**src/rtl/led_blink_pkg.sv**
```systemverilog
// Shared encodings for the LED blinker bank: configuration modes and
// per-channel state, plus small state-decode helpers.
package led_blink_pkg;

    typedef enum logic [1:0] {
        MODE_OFF   = 2'd0,
        MODE_ON    = 2'd1,
        MODE_BLINK = 2'd2,
        MODE_BURST = 2'd3
    } mode_e;

    typedef enum logic [2:0] {
        ST_OFF      = 3'd0,
        ST_ON       = 3'd1,
        ST_BLINK_HI = 3'd2,
        ST_BLINK_LO = 3'd3,
        ST_BURST_HI = 3'd4,
        ST_BURST_LO = 3'd5,
        ST_DONE     = 3'd6
    } chan_state_e;

    function automatic logic state_led(input chan_state_e s);
        return (s == ST_ON) || (s == ST_BLINK_HI) || (s == ST_BURST_HI);
    endfunction

    function automatic logic state_busy(input chan_state_e s);
        return (s == ST_BURST_HI) || (s == ST_BURST_LO);
    endfunction

    function automatic logic state_blink(input chan_state_e s);
        return (s == ST_BLINK_HI) || (s == ST_BLINK_LO);
    endfunction

    // Only blinking and bursting channels advance their phase counter on a tick.
    function automatic logic state_timed(input chan_state_e s);
        return state_blink(s) || state_busy(s);
    endfunction

endpackage

```
**src/rtl/led_blink_bank_if.sv**
```systemverilog
// Configuration bus of the blinker bank: one-cycle write strobe with
// channel address and fields, plus the phase-realign strobe.
interface led_blink_bank_if #(
    parameter int CHANNELS = 10,
    parameter int PERIOD_W = 12,
    parameter int CNT_W    = 8
);
    import led_blink_pkg::*;

    localparam int CH_W = (CHANNELS > 1) ? $clog2(CHANNELS) : 1;

    logic                CFG_WE;
    logic [CH_W-1:0]     CFG_CH;
    mode_e               CFG_MODE;
    logic [PERIOD_W-1:0] CFG_HALF;
    logic [CNT_W-1:0]    CFG_COUNT;
    logic                SYNC;

    modport master (
        output CFG_WE,
        output CFG_CH,
        output CFG_MODE,
        output CFG_HALF,
        output CFG_COUNT,
        output SYNC
    );

    modport slave (
        input CFG_WE,
        input CFG_CH,
        input CFG_MODE,
        input CFG_HALF,
        input CFG_COUNT,
        input SYNC
    );

endinterface

```
**src/rtl/led_blink_channel.sv**
```systemverilog
// One LED channel: OFF/ON/BLINK/BURST state machine with its phase counter
// and remaining-pulse counter; LED and BUSY leave the block registered.
module led_blink_channel
    import led_blink_pkg::*;
#(
    parameter int PERIOD_W = 12,
    parameter int CNT_W    = 8
) (
    input  logic                clk_i,
    input  logic                rst_ni,
    input  logic                tick_i,
    input  logic                sync_i,
    input  logic                we_i,
    input  mode_e               mode_i,
    input  logic [PERIOD_W-1:0] half_i,
    input  logic [CNT_W-1:0]    count_i,
    output logic                led_o,
    output logic                busy_o
);

    chan_state_e         state_q, state_d;
    logic [PERIOD_W-1:0] half_q, half_d;
    logic [PERIOD_W-1:0] phase_q, phase_d;
    logic [CNT_W-1:0]    remain_q, remain_d;
    logic                led_q, led_d;
    logic                busy_q, busy_d;
    logic                phase_end;

    // half_q is never 0, so half_q-1 cannot underflow and the counter never wraps.
    assign phase_end = (phase_q == (half_q - PERIOD_W'(1)));

    always_comb begin
        state_d  = state_q;
        half_d   = half_q;
        phase_d  = phase_q;
        remain_d = remain_q;

        if (we_i) begin
            phase_d  = '0;
            half_d   = (half_i == '0) ? PERIOD_W'(1) : half_i;
            remain_d = count_i;
            case (mode_i)
                MODE_OFF:   state_d = ST_OFF;
                MODE_ON:    state_d = ST_ON;
                MODE_BLINK: state_d = ST_BLINK_HI;
                MODE_BURST: state_d = (count_i == '0) ? ST_OFF : ST_BURST_HI;
                default:    state_d = ST_OFF;
            endcase
        end else if (sync_i && state_blink(state_q)) begin
            phase_d = '0;
            state_d = ST_BLINK_HI;
        end else if (tick_i && state_timed(state_q)) begin
            if (phase_end) begin
                phase_d = '0;
                case (state_q)
                    ST_BLINK_HI: state_d = ST_BLINK_LO;
                    ST_BLINK_LO: state_d = ST_BLINK_HI;
                    ST_BURST_HI: begin
                        remain_d = remain_q - CNT_W'(1);
                        state_d  = (remain_q == CNT_W'(1)) ? ST_DONE : ST_BURST_LO;
                    end
                    ST_BURST_LO: state_d = ST_BURST_HI;
                    default:     state_d = state_q;
                endcase
            end else begin
                phase_d = phase_q + PERIOD_W'(1);
            end
        end

        led_d  = state_led(state_d);
        busy_d = state_busy(state_d);
    end

    always_ff @(posedge clk_i or negedge rst_ni) begin
        if (!rst_ni) begin
            state_q  <= ST_OFF;
            half_q   <= PERIOD_W'(1);
            phase_q  <= '0;
            remain_q <= '0;
            led_q    <= 1'b0;
            busy_q   <= 1'b0;
        end else begin
            state_q  <= state_d;
            half_q   <= half_d;
            phase_q  <= phase_d;
            remain_q <= remain_d;
            led_q    <= led_d;
            busy_q   <= busy_d;
        end
    end

    assign led_o  = led_q;
    assign busy_o = busy_q;

endmodule

```
**src/rtl/led_blink_bank.sv**
```systemverilog
// Bank of independent LED blinkers sharing one prescaled time base;
// the prescaler and the write-address decode live here.
module led_blink_bank
    import led_blink_pkg::*;
#(
    parameter int CLK_HZ   = 50_000_000,
    parameter int TICK_HZ  = 1000,
    parameter int CHANNELS = 10,
    parameter int PERIOD_W = 12,
    parameter int CNT_W    = 8
) (
    input  logic                CLOCK_50,
    input  logic                RESET_N,
    led_blink_bank_if.slave     cfg,
    output logic                TICK,
    output logic [CHANNELS-1:0] LED,
    output logic [CHANNELS-1:0] BUSY
);

    localparam int DIV  = CLK_HZ / TICK_HZ;
    localparam int PS_W = $clog2(DIV);
    localparam int CH_W = (CHANNELS > 1) ? $clog2(CHANNELS) : 1;
    localparam logic [PS_W-1:0] PS_LAST = PS_W'(DIV - 1);

    logic [PS_W-1:0] ps_q, ps_d;
    logic            tick_q, tick_d;

    // TICK is registered from the next count, so it is high exactly while ps_q == DIV-1.
    always_comb begin
        ps_d = ps_q + PS_W'(1);
        if (cfg.SYNC || (ps_q == PS_LAST)) begin
            ps_d = '0;
        end
        tick_d = (ps_d == PS_LAST);
    end

    always_ff @(posedge CLOCK_50 or negedge RESET_N) begin
        if (!RESET_N) begin
            ps_q   <= '0;
            tick_q <= 1'b0;
        end else begin
            ps_q   <= ps_d;
            tick_q <= tick_d;
        end
    end

    assign TICK = tick_q;

    for (genvar g = 0; g < CHANNELS; g++) begin : g_ch
        logic we_ch;

        // Addresses at or above CHANNELS match no channel, so such writes are dropped.
        assign we_ch = cfg.CFG_WE && (cfg.CFG_CH == CH_W'(g));

        led_blink_channel #(
            .PERIOD_W (PERIOD_W),
            .CNT_W    (CNT_W)
        ) u_ch (
            .clk_i   (CLOCK_50),
            .rst_ni  (RESET_N),
            .tick_i  (tick_q),
            .sync_i  (cfg.SYNC),
            .we_i    (we_ch),
            .mode_i  (cfg.CFG_MODE),
            .half_i  (cfg.CFG_HALF),
            .count_i (cfg.CFG_COUNT),
            .led_o   (LED[g]),
            .busy_o  (BUSY[g])
        );
    end

endmodule

```
**src/flat_wrapper.sv**
```systemverilog
// flat-port wrapper written by rule: the top's interface ports become plain ports
module led_blink_bank_flat import led_blink_pkg::*;
#(
    parameter int CLK_HZ   = 50_000_000,
    parameter int TICK_HZ  = 1000,
    parameter int CHANNELS = 10,
    parameter int PERIOD_W = 12,
    parameter int CNT_W    = 8
)
  (CLOCK_50, RESET_N, TICK, LED, BUSY, cfg_CFG_WE, cfg_CFG_CH, cfg_CFG_MODE, cfg_CFG_HALF, cfg_CFG_COUNT, cfg_SYNC);
  led_blink_bank_if #(.CHANNELS(CHANNELS), .PERIOD_W(PERIOD_W), .CNT_W(CNT_W)) cfg_i ();
  input  logic CLOCK_50;
  input  logic RESET_N;
  output logic TICK;
  output logic [CHANNELS-1:0] LED;
  output logic [CHANNELS-1:0] BUSY;
  input wire logic [$bits(cfg_i.CFG_WE)-1:0] cfg_CFG_WE;
  input wire logic [$bits(cfg_i.CFG_CH)-1:0] cfg_CFG_CH;
  input wire logic [$bits(cfg_i.CFG_MODE)-1:0] cfg_CFG_MODE;
  input wire logic [$bits(cfg_i.CFG_HALF)-1:0] cfg_CFG_HALF;
  input wire logic [$bits(cfg_i.CFG_COUNT)-1:0] cfg_CFG_COUNT;
  input wire logic [$bits(cfg_i.SYNC)-1:0] cfg_SYNC;
  assign cfg_i.CFG_WE = cfg_CFG_WE;
  assign cfg_i.CFG_CH = cfg_CFG_CH;
  assign cfg_i.CFG_MODE = cfg_CFG_MODE;
  assign cfg_i.CFG_HALF = cfg_CFG_HALF;
  assign cfg_i.CFG_COUNT = cfg_CFG_COUNT;
  assign cfg_i.SYNC = cfg_SYNC;
  led_blink_bank #(.CLK_HZ(CLK_HZ), .TICK_HZ(TICK_HZ), .CHANNELS(CHANNELS), .PERIOD_W(PERIOD_W), .CNT_W(CNT_W)) u_core (.CLOCK_50(CLOCK_50), .RESET_N(RESET_N), .cfg(cfg_i), .TICK(TICK), .LED(LED), .BUSY(BUSY));
endmodule
```
**config.mk**
```make
export PLATFORM = sky130hd
export DESIGN_NAME = led_blink_bank_flat
export DESIGN_NICKNAME = d
export VERILOG_FILES = /design/src/rtl/led_blink_pkg.sv /design/src/rtl/led_blink_bank_if.sv /design/src/rtl/led_blink_channel.sv /design/src/rtl/led_blink_bank.sv /design/src/flat_wrapper.sv
export SDC_FILE = /design/constraint.sdc
export NUM_CORES = 1
export LEC_CHECK = 0
export ABC_AREA = 1
export CAP_MARGIN = 20
export CORE_UTILIZATION = 55
export DETAILED_ROUTE_END_ITERATION = 6
export PLACE_DENSITY = 0.72
export SLEW_MARGIN = 20
export SYNTH_ARGS = -nofsm -noshare
export SYNTH_HDL_FRONTEND = slang
export SYNTH_SLANG_ARGS = --single-unit
```
**constraint.sdc**
```tcl
create_clock -name CLOCK_50 -period 2.4 [get_ports CLOCK_50]
set_input_delay 0.24 -clock CLOCK_50 [delete_from_list [all_inputs] [get_ports CLOCK_50]]
set_output_delay 0.24 -clock CLOCK_50 [all_outputs]
set_load 0.01 [all_outputs]
```
* Word-level counts from Yosys, hierarchy flattened *
Cells that the tools add are included.

word-level totals
  output and inout bits = 21
  flip-flop bits (word level) = 387

cells by class
  $add $sub $neg = 31
  mux-type cells = 154
  equal/unequal tests = 124
  reduce and logical (&&, ||, !) cells = 145

operators by type and width
  cell                                                number
  two-way mux 12 bit                                  41
  two-way mux 8 bit                                   50
  one-hot mux 3 bit (4 select lines)                  11
  two-way mux 3 bit                                   41
  adder 12 x 1 -> 12 bit, second input constant       10
  == test 12 bit                                      10
  == test 3 bit, second input constant                40
  subtractor 12 x 1 -> 12 bit, second input constant  10
  == test 3 x 2 -> 1 bit, second input constant       30
  == test 8 x 1 -> 1 bit, second input constant       10
  subtractor 8 x 1 -> 8 bit, second input constant    10
  logical OR 1 bit                                    61
  nonzero test 2 bit                                  30
  AND reduction 4 bit                                 10
  == test 16 bit, second input constant               2
  == test 3 x 1 -> 1 bit, second input constant       10
  logical AND 1 bit                                   30
  nonzero test 3 bit                                  10
  two-way mux 2 bit                                   10
  inequality test 2 bit, second input constant        10
  adder 16 x 1 -> 16 bit, second input constant       1
  == test 4 x 3 -> 1 bit, second input constant       4
  two-way mux 16 bit                                  1
  logical NOT 12 bit                                  1
  8 further kinds                                     11

* Logic depth before layout (Yosys ltp) *
Gate-level depths: netlist of run 1.

  depth in word-level cells = 10
  gate-level depth with buffers = 18
  gate-level depth less buffers = 18

* Hierarchy *
Synthesis of run 1 repeated with hierarchy kept, for this count alone.

unflattened totals
  cell total of the unflattened synthesis = 3,729
  area total of the unflattened synthesis = 25,942.4 um^2

modules (own cells, without submodules)
  module                                       area each (um^2)  cells an instance  instances
  led_blink_channel (u_core.g_ch[0].u_ch ...)  2,497.4           357                7
  led_blink_channel (u_core.g_ch[7].u_ch ...)  2,432.3           350                3
  led_blink_bank                               1,163.6           180                1

* Worst setup path before layout of run 1 *
Ideal clock, no wire load.

  kind = reg-to-reg
  from = register u_core.g_ch[3].u_ch.half_q[0]
  to = register u_core.g_ch[3].u_ch.remain_q[2]
  cell stages (with the launch flop) = 16
  setup slack = 0.192 ns
  period minus slack after synthesis = 2.208 ns
  required time = 2.261 ns
  library setup time = 0.139 ns
  data arrival time = 2.069 ns
  buffers on the path = 0
  cell sequence = dfstp_2 > inv_1 > ha_1 > or2_2 > nand2_1 > nand2_1 > nand2_1 > nand3_1 > nor2_1 > nand2_1 > nor2_2 > nand4_2 > nand2_2 > inv_2 > nand2_1 > o221ai_1

between the ends
  word-level cells in the longest chain between the ends = 4

RTL lines
  element                        RTL line                 text
  from (decl)                    led_blink_channel.sv:22  logic [PERIOD_W-1:0] half_q, half_d;
  from (signal assigned)         led_blink_channel.sv:84  half_q <= half_d;
  subtractor 12 x 1 -> 12 bit    led_blink_channel.sv:30  assign phase_end = (phase_q == (half_q - PERIOD_W'(1)));
  == test 12 bit                 led_blink_channel.sv:30
  nonzero test 2 bit (no line)   -
  AND reduction 4 bit (no line)  -
  to (signal assigned)           led_blink_channel.sv:86  remain_q <= remain_d;
  to (decl)                      led_blink_channel.sv:24  logic [CNT_W-1:0] remain_q, remain_d;

Every way passes these cells.
A chain may end at the register's enable or synchronous reset.

* Worst setup path after layout of run 1 *
  from = register u_core.g_ch[8].u_ch.half_q[0]
  to = register u_core.g_ch[8].u_ch.remain_q[5]

between the ends
  word-level cells in the longest chain between the ends = 4

RTL lines
  element                        RTL line
  from (decl)                    led_blink_channel.sv:22
  from (signal assigned)         led_blink_channel.sv:84
  subtractor 12 x 1 -> 12 bit    led_blink_channel.sv:30
  == test 12 bit                 led_blink_channel.sv:30
  nonzero test 2 bit (no line)   -
  AND reduction 4 bit (no line)  -
  to (signal assigned)           led_blink_channel.sv:86
  to (decl)                      led_blink_channel.sv:24

Every way passes these cells.

==> reports/qor.txt, run 1 <==
Placed Instances = 4,115
Total power = 22.2 mW
Critical-path maximum fanout = 4
Worst min path class = primary input to asynchronous set/reset pin
Outcome = finished, final reports clean
WL final = 68,800 um
CTS root buffer = clkbuf_16
Req. time, crit path = 2900 ps
RSZ-0062 raised after global routing = true
Most frequent cells in the layout = nand2_1, inv_1, dfrtp_1
Sequential share of power = 38.3%
Psw = 7.83 mW
Switching share of power = 35.2%
CP Buf/Inv Count = 2
Max incr delay on CP = 540 ps
Die Y = 213 um
DR DRC count = 0
Final Critical Period = 2310 ps
CTS tree = built
Seq/Total Area, Yosys = 39.6%
Max_cap viols = 0
TritonCTS Buffers = 44
EDFF count, synth = 0
# IOs = 51
Area after detailed placement = 26,400 um2
Mapped Cells = 3,428
Leakage = 13.6 nW
DP HPWL = 50,100 um
Largest net degree at the start of global routing = 65
Slowest cell on the critical path = dfstp_2
Pre-CTS setup slack = -42.6 ps
Vias per std cell = 5.47
Clock Skews = 28.8 ps
Post-route ant nets = 0
Internal power = 14.4 mW
First-pass DRT Iterations = 6
GPL Wtd Cong = 0.938
Critical path data arrival time = 2810 ps
Yosys reg bits = 387
Tightest Pin Transition = 608 ps
Routed wl met2 = 31,900 um
# H-tree levels = 2
Final setup violation count = 0
Clock slew at reported path FFs = 60 ps
Vias in the first global route = 22,000
Top FF cell, synth = dfrtp_1
Sink Count = 387
Total congestion overflow = 0
Crit-path cells = inv_2, ha_4, inv_2, nand2_2, nand2_1, nor2_1, nand3_1, nor2_2, nand4_1, nor2_4, nand3_4, nor3_4, nand2_1, o211ai_1
Max-Slew Margin vs Limit = 59.4%
Port bufs = 50
PD cells = 777 nW/um2
Metal3 WL = 3870 um
Startpoint Class = flop
Synth Cell Area = 24,500 um2
Area growth, synth to finish = 16.8%
Peak supply drop = 0.596 mV
Share of cells above drive strength 1 = 12.9%
Slew Limit Fails = 0
Distinct cell type count after synthesis = 53
Async SR Flop Fraction = 100%
Die Span X = 213 um
Gr usage total = 30.6%
CP delay by family, top = simple AND/OR/NAND/NOR gates
Core area = 43,500 um2
YS warnings = 0
Total die area = 45,400 um2
Fmax = 0.433 GHz
Most common cell after layout, fill and taps aside = nand2_1
Uppermost routed layer = met5
Syn_nets = 3,499
Post-DR wirelength/cell = 16.3 um
Number of nets in the layout = 3,664
Clock power share = 31.6%
Reg-to-reg setup timing slack = 90 ps
Critical Path End Type = flop
Global-route wire length before repair = 110,000 um
Initial antenna violation count = 4
Synth Area per Inst = 7.14 um2
Final Hold Vio Count = 0
Comb pwr share = 30.1%
Crit path kind = flop to flop
Crit path setup slack, layout = 92.9 ps
Post-layout util = 65.8%
Final instance area = 28,600 um2
Starting Density = 56.3%
Final Non-Filler Cells = 4,215
Final period util = 96.1%
Row Count = 76
Worst skew pair latency = 590 ps
Via count = 23,100
M1 WL = 30,800 um
Drt first-iter violations = 1,913
Clk buf depth = 3
==> power by group through the flow <==
stage          sequential [mW]  combinational [mW]  clock, mW
2_1_floorplan             8.31                4.63          0
3_3_place_gp              8.55                6.00          0
3_5_place_dp              8.58                6.21          0
4_1_cts                   8.48                6.27       7.13
5_1_grt                   8.65                7.58       7.35
6_report                  8.52                6.70       7.01
==> synth_stat cells, types with 7 or more instances <==
master / instances / share of area [%]
a211oi_1: 8 / 0.25
a21oi_1: 60 / 1.2
and3_1: 8 / 0.20
buf_1: 8 / 0.12
buf_2: 9 / 0.18
buf_4: 21 / 0.64
clkbuf_1: 44 / 0.67
clkinv_1: 7 / 0.11
dfrtp_1: 377 / 39
dfstp_2: 10 / 1.1
ha_1: 41 / 2.1
inv_1: 458 / 7.0
inv_2: 21 / 0.32
nand2_1: 941 / 14
nand2_2: 21 / 0.54
nand3_1: 247 / 5.0
nand3_2: 8 / 0.33
nand3b_1: 20 / 0.61
nand4_1: 78 / 2.0
nor2_1: 361 / 5.5
nor2_2: 29 / 0.74
nor2_4: 15 / 0.69
nor3_1: 68 / 1.4
nor4_1: 20 / 0.51
o211ai_1: 29 / 0.89
o21ai_0: 202 / 4.1
o21ai_1: 20 / 0.41
o221ai_1: 17 / 0.61
o22ai_1: 32 / 0.82
or2_2: 13 / 0.33
xnor2_1: 53 / 1.9
xor2_1: 127 / 4.5
==> sequential cells by signal (all words and copies together) (netlist names) <==
name and cells:
u_core.TICK 1, u_core.g_ch.u_ch.busy_o 10, u_core.g_ch.u_ch.half_q 120, u_core.g_ch.u_ch.led_o 10
u_core.g_ch.u_ch.phase_q 120, u_core.g_ch.u_ch.remain_q 80, u_core.g_ch.u_ch.state_q 30, u_core.ps_q 16
==> worst register-to-register path, stage by stage (launching register included) <==
cell      delay (ps)
dfstp_2          540
inv_2             50
ha_4             260
inv_2             30
nand2_2           40
nand2_1           40
nor2_1            80
nand3_1           90
nor2_2           200
nand4_1          180
nor2_4           190
nand3_4          120
nor3_4           220
nand2_1           90
o211ai_1         100
==> layer usage <==
metal / track usage [%] / vias up
li1: - / 11300
met1: 41.2 / 11000
met2: 50.3 / 652
met3: 3.94 / 137
met4: 11.7 / 4
met5: 0 / -
==> layout make-up <==
cell class                 count  area [um2]
antenna                        1        2.50
multi-input combinational   2470       13000
clock buffer                  69        1360
timing repair buffer         203        1770
fill                        3833       14900
inverter                     487        1830
clock inverter                13         151
sequential                   387        9700
tap                          585         732
==> what timing repair did <==
action	CTS	global route
resized for setup	5	134
buffers inserted	0	16
endpoints found under the hold margin	50	0
hold buffers	1	0
endpoints found under the setup margin	10	188
pin swaps	0	82
==> through the flow <==
step | TNS [ps] | hold slack [ps]
after floorplan | 0 | -55.6
after global placement | 0 | 260
after detailed placement | -189 | 260
after CTS | 0 | 243
after global routing | -695 | 292
final | 0 | 235
==> worst paths after layout <==
| check | endpoint | startpoint | cells past startpoint |
|---|---|---|---|
| worst min register to register | u_core.g_ch[1].u_ch.half_q[11] | u_core.g_ch[1].u_ch.half_q[11] | 2 |
| worst max register to register | u_core.g_ch[8].u_ch.remain_q[5] | u_core.g_ch[8].u_ch.half_q[0] | 14 |
| max in group asynchronous | u_core.g_ch[5].u_ch.phase_q[3] | RESET_N | 3 |
| worst min-delay path | u_core.g_ch[4].u_ch.phase_q[0] | RESET_N | 2 |
| min in group CLOCK_50 | u_core.g_ch[8].u_ch.remain_q[3] | cfg_CFG_COUNT[3] | 3 |
| worst max-delay path | u_core.g_ch[8].u_ch.remain_q[5] | u_core.g_ch[8].u_ch.half_q[0] | 14 |
==> kinds of logic (layout without fill, tap and decap cells) <==
kind of cell    after synthesis  count (layout)  synth area share [%]
fa+ha+maj                    41              41                  2.10
buf+inv                     571             772                  9.21
flops                       387             387                  39.6
simple gates               1851            1851                  33.2
other cells                   0               1                     0
compound gates              393             393                  9.14
mux                           2               2                0.0818
xor+xnor                    183             183                  6.71
(Power assumes the default switching activity.)
==> run 2, diff against run 1 <==
--- a/config.mk
+++ b/config.mk
@@ -7,6 +7,7 @@
 export LEC_CHECK = 0
 export ABC_AREA = 1
 export CAP_MARGIN = 20
+export CORE_MARGIN = 3
 export CORE_UTILIZATION = 55
 export DETAILED_ROUTE_END_ITERATION = 6
 export PLACE_DENSITY = 0.72
@@ -14,3 +15,4 @@
 export SYNTH_ARGS = -nofsm -noshare
 export SYNTH_HDL_FRONTEND = slang
 export SYNTH_SLANG_ARGS = --single-unit
+export TNS_END_PERCENT = 10
==> reports/qor.txt, run 2 (synthesis gave the netlist of run 1 again) <==
Outcome = finished, final reports clean
Peak supply drop = 0.630 mV (+5.8%)
Largest net degree at the start of global routing = 62 (-4.6%)
Global-route wire length before repair = 112,000 um (+1.7%)
Max_cap viols = 0 (unchanged)
Clk buf depth = 3 (unchanged)
Area growth, synth to finish = 17.1%
Hold_ws = 189 ps (-45.7 ps)
Slew Limit Fails = 0 (unchanged)
Die Span X = 217 um (+1.9%)
Final Critical Period = 2360 ps (+48.8 ps)
DR DRC count = 0 (unchanged)
Final instance area = 28,700 um2 (+0.26%)
Final setup violation count = 0 (unchanged)
Most common cell after layout, fill and taps aside = nand2_1
Crit path kind = flop to flop
Via count = 23,200 (+0.44%)
Vias in the first global route = 22,200 (+0.99%)
First-pass DRT Iterations = 6 (unchanged)
Ant. Diodes = 0 (-1)
Critical Path End Type = flop
DP HPWL = 50,300 um (+0.29%)
Total congestion overflow = 0 (unchanged)
Worst skew pair latency = 590 ps (about the same)
Final period util = 98.2% (+2.0 points)
Share of cells above drive strength 1 = 12.9% (-0.046 points)
WL final = 69,000 um (+0.16%)
Clock slew at reported path FFs = 60 ps (about the same)
Area after detailed placement = 26,500 um2 (+0.44%)
GPL Wtd Cong = 0.956 (+1.8%)
Critical-path maximum fanout = 7 (+3)
Sink Count = 387 (unchanged)
PD cells = 788 nW/um2 (+1.4%)
Gr usage total = 29.2% (-1.5 points)
Startpoint Class = flop
Tightest Pin Transition = 581 ps (-27.6 ps)
Drt first-iter violations = 2,257 (+18%)
Total die area = 47,100 um2 (+3.8%)
TritonCTS Buffers = 45 (+2.3%)
Clock Skews = 18.4 ps (-10.4 ps)
# IOs = 51 (unchanged)
Port bufs = 50 (unchanged)
Starting Density = 56.2% (-0.12 points)
Post-route ant nets = 0 (unchanged)
Biggest regs = u_core.g_ch.u_ch.half_q (120), u_core.g_ch.u_ch.phase_q (120), u_core.g_ch.u_ch.remain_q (80)
Post-DR wirelength/cell = 16.3 um (-0.12%)
Vias per std cell = 5.48 (+0.15%)
Row Count = 76 (unchanged)
Worst min path class = primary input to asynchronous set/reset pin
Initial antenna violation count = 1 (-3)
Most frequent cells in the layout = nand2_1, inv_1, dfrtp_1
Final Hold Vio Count = 0 (unchanged)
# H-tree levels = 2 (unchanged)
Die Y = 217 um (+1.9%)
CTS tree = built
CTS root buffer = clkbuf_16
Critical path data arrival time = 2850 ps (+40 ps)
Leakage = 13.7 nW (+0.70%)
Req. time, crit path = 2900 ps (about the same)
RSZ-0062 raised after global routing = true
Fmax = 0.424 GHz (-2.1%)
Post-layout util = 65.8% (about the same)
Number of nets in the layout = 3,676 (+0.33%)
Max-Slew Margin vs Limit = 60.9% (+1.5 points)
Core area = 43,600 um2 (+0.22%)
run 2: changes by cell type in the layout (fill, tap and decap cells not counted), sizes merged:
cell      change
buf          +11
bufinv        +4
clkbuf       -11
clkinv        +4
clkinvlp      +2
diode         -1
inv           +3
run 2: area by class of cell:
| class | count | area [um2] |
|---|---|---|
| clock buffer | 58 | 1260 |
| clock inverter | 26 | 325 |
| fill | 3760 | 14900 |
| inverter | 487 | 1840 |
| multi-input combinational | 2470 | 12900 |
| sequential | 387 | 9700 |
| tap | 585 | 732 |
| timing repair buffer | 214 | 1880 |
run 2: repair_timing:
item                                   in CTS  in global routing
resized for setup                           3                114
setup buffers                               0                 15
setup endpoints to repair                  23                206
pin swaps                                   0                 61
hold buffers                                1                  0
endpoints found under the hold margin      53                  0
run 2: worst paths after layout:
check	startpoint	to	slack, ps	depth (start not counted)
max	u_core.g_ch[9].u_ch.half_q[0]	u_core.g_ch[9].u_ch.led_o	40	14
min	RESET_N	u_core.g_ch[4].u_ch.phase_q[1]	190	2
max reg2reg	u_core.g_ch[9].u_ch.half_q[0]	u_core.g_ch[9].u_ch.led_o	40	14
min reg2reg	u_core.g_ch[4].u_ch.half_q[11]	u_core.g_ch[4].u_ch.half_q[11]	510	2
max in group asynchronous	RESET_N	u_core.g_ch[3].u_ch.half_q[0]	1410	3
min in group CLOCK_50	cfg_CFG_HALF[9]	u_core.g_ch[6].u_ch.half_q[9]	440	4
run 2: per-layer routing:
layer  vias to the layer above  global-route usage (%)  part of all wire, %
met5                         -                       0                0.019
met4                         2                    9.50                  3.1
met3                       144                    5.52                  7.7
met2                       709                    46.9                   46
met1                     11000                    40.0                   44
li1                      11300                       -                    -
run 2: worst max-delay path: stages (launching register included):
cell and delay [ps]:
dfstp_2 550, inv_1 70, ha_1 300, xnor2_1 120, nor2_1 90, nand3_1 110, nor2_2 140, nand4_1 150
nor2_4 220, nand2_1 100, nand2_1 80, nand3_2 80, nand2_2 80, nor2_1 50, a21oi_2 120
run 2: stage by stage:
step                      TNS (ps)  instances  power, mW  setup WS [ps]
after global routing         -2960       4227       24.0           -173
after CTS                    -26.3       4212       22.3          -26.3
after floorplan                  0       3428       12.9            192
final                            0       4227       22.6           44.1
after global placement       -24.6       4127       14.6          -11.0
after detailed placement      -973       4127       14.8           -113
run 2: report_power, final:
part | internal, mW | total [mW] | leakage (nW) | switching [mW]
Clock | 4.47 | 7.43 | 0.784 | 2.96
Sequential | 7.56 | 8.50 | 4.95 | 0.939
Combinational | 2.61 | 6.66 | 7.93 | 4.05
Total | 14.6 | 22.6 | 13.7 | 7.94
==> run 3, diff against run 2 <==
--- a/config.mk
+++ b/config.mk
@@ -9,8 +9,10 @@
 export CAP_MARGIN = 20
 export CORE_MARGIN = 3
 export CORE_UTILIZATION = 55
+export CTS_CLUSTER_SIZE = 12
 export DETAILED_ROUTE_END_ITERATION = 6
 export PLACE_DENSITY = 0.72
+export SKIP_CTS_REPAIR_TIMING = 1
 export SLEW_MARGIN = 20
 export SYNTH_ARGS = -nofsm -noshare
 export SYNTH_HDL_FRONTEND = slang
==> reports/qor.txt, run 3 (synthesis gave the netlist of run 1 again) <==
Outcome = finished, final reports clean
Post-layout util = 65.7% (-0.089 points)
Die Span X = 217 um (unchanged)
Port bufs = 50 (unchanged)
Setup TNS = 0 ps (unchanged)
Slowest cell on the critical path = dfstp_2
Clock Skews = 16.1 ps (-2.25 ps)
Final Critical Period = 2370 ps (+14.0 ps)
Slew Limit Fails = 0 (unchanged)
Req. time, crit path = 2910 ps (about the same)
Startpoint Class = flop
Clk buf depth = 3 (unchanged)
Fill cell count = 3,779 (+0.51%)
Ant. Diodes = 0 (unchanged)
CTS tree = built
Share of cells above drive strength 1 = 12.4% (-0.40 points)
Most common cell after layout, fill and taps aside = nand2_1
Core area = 43,600 um2 (unchanged)
R2R depth = 17 (+3)
Fmax = 0.422 GHz (-0.59%)
Via count = 23,100 (-0.29%)
Crit-path cells = inv_2, ha_4, inv_1, nand2_1, nand2_1, nand2_1, nand2_1, nand3_1, nor2_2, nand4_1, nor2_4, buf_6, nand2_2, nand2_4, buf_6, nand2_1, o21ai_0
Final Non-Filler Cells = 4,224 (-0.071%)
Final period util = 98.7% (+0.59 points)
Row Count = 76 (unchanged)
Drt first-iter violations = 2,269 (+0.53%)
Worst skew pair latency = 590 ps (about the same)
# H-tree levels = 2 (unchanged)
Final Hold Vio Count = 0 (unchanged)
Reg2reg end = u_core.g_ch[9].u_ch.remain_q[1]
TritonCTS Buffers = 45 (unchanged)
Die Y = 217 um (unchanged)
Vias in the first global route = 22,200 (+0.16%)
Max-Slew Margin vs Limit = 62.5% (+1.6 points)
First-pass DRT Iterations = 6 (unchanged)
Total congestion overflow = 0 (unchanged)
Sink Count = 387 (unchanged)
WL final = 69,100 um (+0.22%)
Tightest Pin Transition = 562 ps (-18.5 ps)
Max incr delay on CP = 560 ps (about the same)
GPL Wtd Cong = 0.956 (unchanged)
Global-route wire length before repair = 112,000 um (+0.20%)
Initial antenna violation count = 1 (unchanged)
Number of nets in the layout = 3,674 (-0.054%)
Peak supply drop = 0.607 mV (-3.6%)
Most used cell, CP = nand2_1
DP HPWL = 50,300 um (unchanged)
Reg-to-reg setup timing slack = 30 ps (about the same)
Critical path data arrival time = 2880 ps (+30 ps)
Clock slew at reported path FFs = 60 ps (about the same)
Critical Path End Type = flop
Final setup violation count = 0 (unchanged)
# IOs = 51 (unchanged)
Total die area = 47,100 um2 (unchanged)
Worst min path class = primary input to asynchronous set/reset pin
DR DRC count = 0 (unchanged)
Vias per std cell = 5.47 (-0.22%)
Post-DR wirelength/cell = 16.4 um (+0.29%)
Most frequent cells in the layout = nand2_1, inv_1, dfrtp_1
Gr usage total = 29.2% (about the same)
Post-route ant nets = 0 (unchanged)
Max_cap viols = 0 (unchanged)
CTS root buffer = clkbuf_16
Largest net degree at the start of global routing = 62 (unchanged)
RSZ-0062 raised after global routing = true
Leakage = 13.7 nW (about the same)
Crit path kind = flop to flop
PD cells = 790 nW/um2 (+0.27%)
Beginning of the worst register-to-register path = u_core.g_ch[9].u_ch.half_q[0]
Biggest regs = u_core.g_ch.u_ch.half_q (120), u_core.g_ch.u_ch.phase_q (120), u_core.g_ch.u_ch.remain_q (80)
Critical-path maximum fanout = 7 (unchanged)
Placed Instances = 4,127 (unchanged)
Starting Density = 56.2% (unchanged)
Area growth, synth to finish = 16.9%
==> run 3: cell types whose count changed in the layout (fill, tap and decap cells not counted), sizes merged <==
cell | previous run | this run
clkinv | 22 | 15
clkbuf | 58 | 66
bufinv | 7 | 6
buf | 164 | 162
inv | 482 | 481
==> run 3: worst max-delay path: cells and delay by family (launching register included) <==
family                   cells  cell delay (ps)
flip-flops                   1              560
adder cells (fa/ha/maj)      1              160
buffers and inverters        4              380
AO/OA/AOI/OAI                1               60
AND/OR/NAND/NOR             11             1120
==> run 3: final cells by class <==
cell class | instances | area, um2 | share of cell area [%]
Tap cell | 585 | 732 | 2.56
Inverter | 487 | 1840 | 6.41
Multi-Input combinational cell | 2470 | 12900 | 45.1
Clock buffer | 66 | 1350 | 4.71
Sequential cell | 387 | 9700 | 33.9
Timing Repair Buffer | 212 | 1860 | 6.51
Clock inverter | 17 | 250 | 0.874
==> run 3: report_power, final <==
part,switching (mW),internal (mW)
clock network,2.93,4.54
registers,0.939,7.56
logic,4.04,2.61
total,7.91,14.7
==> run 3: worst max path at each step <==
stage / startpoint / endpoint / slack, ps / depth (start not counted)
global route: u_core.g_ch[9].u_ch.half_q[0] / u_core.g_ch[9].u_ch.led_o / -120 / 17
global placement: cfg_CFG_CH[0] / u_core.g_ch[8].u_ch.led_o / -10 / 11
floorplan: u_core.g_ch[3].u_ch.half_q[0] / u_core.g_ch[3].u_ch.remain_q[2] / 190 / 15
finish: u_core.g_ch[9].u_ch.half_q[0] / u_core.g_ch[9].u_ch.remain_q[1] / 30 / 17
CTS: u_core.g_ch[0].u_ch.half_q[1] / u_core.g_ch[0].u_ch.remain_q[6] / -110 / 13
detailed placement: u_core.g_ch[0].u_ch.half_q[1] / u_core.g_ch[0].u_ch.remain_q[5] / -110 / 13
==> run 3: stage by stage <==
step	hold slack, ps	cell area, um2	power, mW	worst slack, ps
after floorplan	-55.6	24500	12.9	192
after global placement	246	26500	14.6	-11.0
after detailed placement	242	26500	14.8	-113
after CTS	-393	28100	22.4	-108
after global routing	249	28600	24.0	-122
final	206	28600	22.6	30.1
==> run 3: metal layers <==
metal	GRT usage (%)	up-vias	part of all wire, %
met4	9.74	2	3.4
met2	46.8	662	45
met5	0	-	0.019
li1	-	11300	-
met1	40.0	11000	44
met3	5.63	146	7.1
